$ cat src/rtl/wisc_pkg.sv
// Shared types and constants for the WISC pipeline control logic.
package wisc_pkg;

  localparam int unsigned REG_W  = 4;
  localparam int unsigned INSTR_W = 16;

  // ADD R0,R0,R0: writes the hard-wired zero register, so it has no architectural effect.
  localparam logic [INSTR_W-1:0] NOP_INSTR = 16'h0000;

  typedef enum logic [1:0] {
    StRun   = 2'd0,
    StIwait = 2'd1,
    StDwait = 2'd2,
    StHalt  = 2'd3
  } hz_state_t;

endpackage

$ cat src/rtl/sat_counter.sv
// Saturating up-counter with synchronous clear.
module sat_counter #(
  parameter int unsigned CNT_W = 16
) (
  input  logic             clk,
  input  logic             clear,
  input  logic             inc,
  output logic [CNT_W-1:0] count
);

  logic [CNT_W-1:0] count_q;

  always_ff @(posedge clk) begin
    if (clear) begin
      count_q <= '0;
    end else if (inc && (count_q != {CNT_W{1'b1}})) begin
      count_q <= count_q + 1'b1;
    end
  end

  assign count = count_q;

endmodule

$ cat src/rtl/hazard_unit.sv
// ID-stage hazard and stall controller: load-use interlock, memory waits, branch squash, halt.
module hazard_unit #(
  parameter int unsigned REG_W = wisc_pkg::REG_W,
  parameter int unsigned CNT_W = 16
) (
  input  logic             clk,
  input  logic             rst_n,
  input  logic             IDEX_MemRead,
  input  logic [REG_W-1:0] IDEX_RegRd,
  input  logic [REG_W-1:0] IFID_RegRs,
  input  logic [REG_W-1:0] IFID_RegRt,
  input  logic             IFID_uses_rs,
  input  logic             IFID_uses_rt,
  input  logic             IFID_is_store,
  input  logic             branch_taken,
  input  logic             imem_busy,
  input  logic             dmem_busy,
  input  logic             MEMWB_halt,
  output logic             pc_stall,
  output logic             ifid_stall,
  output logic             ifid_flush,
  output logic             idex_stall,
  output logic             idex_bubble,
  output logic             exmem_stall,
  output logic             memwb_bubble,
  output logic             halted,
  output logic [CNT_W-1:0] stall_cnt
);

  import wisc_pkg::*;

  hz_state_t state_q, state_d;
  logic      flush_pending_q, flush_pending_d;
  logic      lu;

  // Store data on rt is forwarded MEM-to-MEM, so only the base register rs interlocks.
  assign lu = IDEX_MemRead && (IDEX_RegRd != '0) &&
              ((IFID_uses_rs && (IDEX_RegRd == IFID_RegRs)) ||
               (IFID_uses_rt && (IDEX_RegRd == IFID_RegRt) && !IFID_is_store));

  always_comb begin
    state_d         = state_q;
    flush_pending_d = flush_pending_q;
    pc_stall        = 1'b0;
    ifid_stall      = 1'b0;
    ifid_flush      = 1'b0;
    idex_stall      = 1'b0;
    idex_bubble     = 1'b0;
    exmem_stall     = 1'b0;
    memwb_bubble    = 1'b0;
    halted          = 1'b0;

    if (rst_n) begin
      unique case (state_q)
        StRun: begin
          if (dmem_busy) begin
            {pc_stall, ifid_stall, idex_stall, exmem_stall, memwb_bubble} = '1;
            state_d = StDwait;
          end else if (lu) begin
            {pc_stall, ifid_stall, idex_bubble} = '1;
          end else if (imem_busy) begin
            pc_stall   = 1'b1;
            ifid_flush = 1'b1;
            state_d    = StIwait;
            if (branch_taken) flush_pending_d = 1'b1;
          end else begin
            ifid_flush = branch_taken;
          end
        end

        StIwait, StDwait: begin
          if (dmem_busy) begin
            {pc_stall, ifid_stall, idex_stall, exmem_stall, memwb_bubble} = '1;
            state_d = StDwait;
            if (state_q == StIwait && branch_taken) flush_pending_d = 1'b1;
          end else if (imem_busy) begin
            pc_stall = 1'b1;
            state_d  = StIwait;
            if (branch_taken) flush_pending_d = 1'b1;
            if (lu) begin
              ifid_stall  = 1'b1;
              idex_bubble = 1'b1;
            end else begin
              ifid_flush = 1'b1;
            end
          end else begin
            // Fetch completed: squash the wrong-path word if a branch resolved meanwhile.
            state_d = StRun;
            if (lu) begin
              {pc_stall, ifid_stall, idex_bubble} = '1;
            end else begin
              ifid_flush      = flush_pending_q || branch_taken;
              flush_pending_d = 1'b0;
            end
          end
        end

        StHalt: begin
          {pc_stall, ifid_stall, idex_stall, exmem_stall, memwb_bubble} = '1;
          halted = 1'b1;
        end

        default: state_d = StRun;
      endcase

      if (MEMWB_halt) state_d = StHalt;
    end
  end

  always_ff @(posedge clk) begin
    if (!rst_n) begin
      state_q         <= StRun;
      flush_pending_q <= 1'b0;
    end else begin
      state_q         <= state_d;
      flush_pending_q <= flush_pending_d;
    end
  end

  sat_counter #(
    .CNT_W(CNT_W)
  ) u_stall_cnt (
    .clk  (clk),
    .clear(!rst_n),
    .inc  (pc_stall),
    .count(stall_cnt)
  );

endmodule

$ cat config.mk
export PLATFORM = sky130hd
export DESIGN_NAME = hazard_unit
export DESIGN_NICKNAME = d
export VERILOG_FILES = /design/src/rtl/wisc_pkg.sv /design/src/rtl/sat_counter.sv /design/src/rtl/hazard_unit.sv
export SDC_FILE = /design/constraint.sdc
export NUM_CORES = 1
export LEC_CHECK = 0
export ABC_AREA = 1
export CORE_MARGIN = 2
export CORE_UTILIZATION = 43
export DETAILED_ROUTE_END_ITERATION = 8
export PLACE_DENSITY_LB_ADDON = 0.2
export SYNTH_ARGS = -nofsm -noshare
export SYNTH_HDL_FRONTEND = slang
export SYNTH_HIERARCHICAL = 1
export SYNTH_SLANG_ARGS = --single-unit
$ cat constraint.sdc
create_clock -name clk -period 2.07 [get_ports clk]
set_input_delay 0.5175 -clock clk [delete_from_list [all_inputs] [get_ports clk]]
set_output_delay 0.5175 -clock clk [all_outputs]
set_load 0.1 [all_outputs]
==> summary.md <==
| Metric | Value |
|---|---|
| DP Area | 0.002475 sq mm |
| Pleak | 1.238 nW |
| Tmin final | 2.270 ns |
| Total GRT Usage | 23.80% |
| Combinational power share | 46.3% |
| Initial antenna violation count | 0 |
| Worst path cell trace | buf_12 -> inv_8 -> nand2_4 -> nand2_2 -> nor2_2 -> nand3_2 -> nand2_4 -> nand2_4 -> buf_6 -> buf_6 -> a31oi_4 -> buf_12 |
| Clock Latency Late Sink | 0.32 ns |
| Flop pwr share | 35.3% |
| HPWL after DPL | 3.187 mm |
| Final period util | 109.7% |
| Cell Rows | 21 |
| Cells after Synth | 261 |
| Number of global-route vias before repair | 1,759 |
| CTS clock-pin slew for the worst setup and hold paths | 0.13 ns |
| Crit path arrival time | 1.75 ns |
| Core area | 0.003390 sq mm |
| Top_reg_cell synth | dfxtp_1 |
| Status | complete, but fails checks |
| CP Buf/Inv Count | 5 |
| Netlist cell types | 27 |
| Failing checks | negative setup slack |
| Placed Cells | 360 |
| Crit-path leading delay family | buffers and inverters |
| Async set-reset flop share out of synthesis | 0% |
| Mapped Nets | 287 |
| Clock Sinks | 19 |
| Setup ws final | -0.2000 ns |
| Critical-path cell with the highest stage delay | buf_12 |
| Final ANT Viol Nets | 0 |
| Most common cell in the netlist | nand2_1 |
| Syn-to-layout area delta | 81.80% |
| Final setup violation count | 4 |
| GPL Wtd Cong | 0.9253 |
| Grt total ovfl | 0 |
| Iteration count of the initial detailed-routing pass | 4 |
| WL/cell | 13.86 um |
| Total wire length after detailed routing | 5.213 mm |
| Top cells by area, synth | dfxtp_1, nand2_1, nor2_1 |
| Num CTS Buffers | 3 |
| Initial DRC count | 102 |
| Fin. max-slew vios | 0 |
| Root Driver | clkbuf_4 |
| Synthesis-stage register bit count | 19 |
| Die width | 63.85 um |
| Final Hold Fails | 0 |
| Worst-Margin Slew | 0.4721 ns |
| Number of remaining DRC errors | 0 |
| Yosys Warn Count | 6 |
| Design Area, Final | 0.002800 sq mm |
| Hold Path Class | flip-flop to flip-flop |
| Crit path largest cell delay | 0.20 ns |
| Switching pwr | 0.4505 mW |
| Tot Pwr | 1.126 mW |
| Vias per std cell | 5.125 |
| Worst Path Max Fanout | 4 |
| Post-synth top area share | 24.70% |
| Worst-case clock buffer depth | 2 |
| I/O Buffers | 45 |
| Layout cells sized above 1 | 44.55% |
| Post-route insts no fill | 376 |
| Cell taking the most area after synthesis | dfxtp_1 |
| Die area | 0.004077 sq mm |
| Utilization after layout | 82.61% |
| PD cells | 402.3 mW/mm^2 |
| Max cap viols | 0 |
| Nets@finish | 357 |
| EDFF count, synth | 0 |
| Post-Syn Area | 0.001540 sq mm |
| Via count | 1,927 |
| Critical Path Sink Type | primary output |
| Diodes inserted | 0 |
| Sequential-to-total area share from yosys stat | 24.70% |
| Layout Skew | 0.009364 ns |
| Startpoint class of the critical path | primary input |
| Syn Area/Cell | 5.901 sq um |
| Switching power share of the total | 39.99% |
| RSZ-0062 raised after global routing | true |
| Largest net degree at the start of global routing | 15 |
| Most instantiated cells after synthesis | nand2_1, nor2_1, inv_1, dfxtp_1, nand3_1 |
| CTS tree | yes |
| VDD IR max | 366.1 uV |
| Internal Power | 0.6760 mW |
| Die Height | 63.85 um |
| First-pass GRT wire length | 7.810 mm |
| Crit path top cell by count | nand2_4 |
| Worst slew margin | 68.49% |
| Starting Density | 45.44% |
| Data required, critical path | 1.55 ns |
| Ports | 46 |
| Fill cell count | 188 |
| H-Tree Level Count | 1 |
| Max Freq | 0.4405 GHz |
| CP Class | primary input to primary output |
| Clk pwr share | 18.4% |
| DP Worst Slack | -0.7707 ns |
-- power groups by stage --
stage | Clock [mW] | Sequential, mW | Combinational (mW)
global placement | 0 | 0.401 | 0.431
finish | 0.208 | 0.398 | 0.521
floorplan | 0 | 0.427 | 0.260
CTS | 0.214 | 0.398 | 0.462
detailed placement | 0 | 0.402 | 0.438
global route | 0.229 | 0.400 | 0.552
-- kinds of logic (layout without fill, tap and decap cells) --
| logic type | Yosys count | in the layout | synth area share, % |
|---|---|---|---|
| xor+xnor | 1 | 1 | 0.5687 |
| flops | 19 | 19 | 24.70 |
| buf+inv | 39 | 108 | 10.32 |
| compound gates | 22 | 22 | 7.961 |
| simple gates | 176 | 176 | 53.21 |
| fa+ha+maj | 4 | 4 | 3.250 |
-- registers in the layout, indices dropped and copies added (netlist names) --
name	cells
u_stall_cnt/count	16
state_q	2
flush_pending_q	1
-- timing repair --
action / CTS / global route
buffers inserted: 7 / 5
endpoints found under the setup margin: 23 / 12
hold endpoints to repair: 0 / 0
hold buffers: 0 / 0
pin swaps: 17 / 23
gates resized for setup: 94 / 37
-- stage by stage --
step           hold slack, ns  TNS (ns)
6_report               0.5064   -0.5759
5_1_grt                0.5226    -1.260
4_1_cts                0.5114   -0.5340
3_5_place_dp           0.4842    -13.77
3_3_place_gp           0.4824    -11.96
2_1_floorplan          0.4523    -6.596
-- layer usage --
layer	track usage [%]	share of wire (%)	wire length (um)	up-vias
met5	0	0	0	-
met4	4.891	2.7	140	0
met3	4.225	5.6	293	16
met2	42.32	53	2766	73
met1	29.86	39	2013	882
li1	-	-	-	956
-- layout by cell type, fill, tap and decap left out, drive strengths merged, types with 2 or more instances in the layout --
master	count
a21oi	15
nor3	3
inv	32
clkdlybuf4s50	3
o21ai	3
clkbuf	4
buf	62
nand3	19
dfxtp	19
dlygate4sd2	2
nand4	3
nor2	68
nand2	82
ha	4
clkinvlp	3
a31oi	2
-- path summary, 6_finish.rpt --
| path | start | endpoint | slack (ns) | depth (start not counted) |
|---|---|---|---|---|
| worst min register to register | flush_pending_q | flush_pending_q | 0.51 | 2 |
| worst min-delay path | flush_pending_q | flush_pending_q | 0.51 | 2 |
| worst max-delay path | IDEX_RegRd[1] | ifid_stall | -0.20 | 12 |
| worst max register to register | state_q[0] | u_stall_cnt/count[13] | 0.06 | 15 |
-- tightest hold or removal path, stage by stage (launching register included) --
cell	delay, ns
dfxtp_1	0.35
a21oi_1	0.04
nor2_1	0.08
-- area by class of cell --
class / count / area [sq um] / share of cell area, %
clock buffers: 3 / 22.52 / 0.8043
clock inverters: 1 / 7.507 / 0.2681
inverters: 35 / 183.9 / 6.568
multi-input cells: 203 / 1244 / 44.41
flip-flops and latches: 19 / 385.4 / 13.76
well taps: 46 / 57.56 / 2.055
repair buffers: 69 / 899.6 / 32.13
Power figures use the tool's default switching activity.
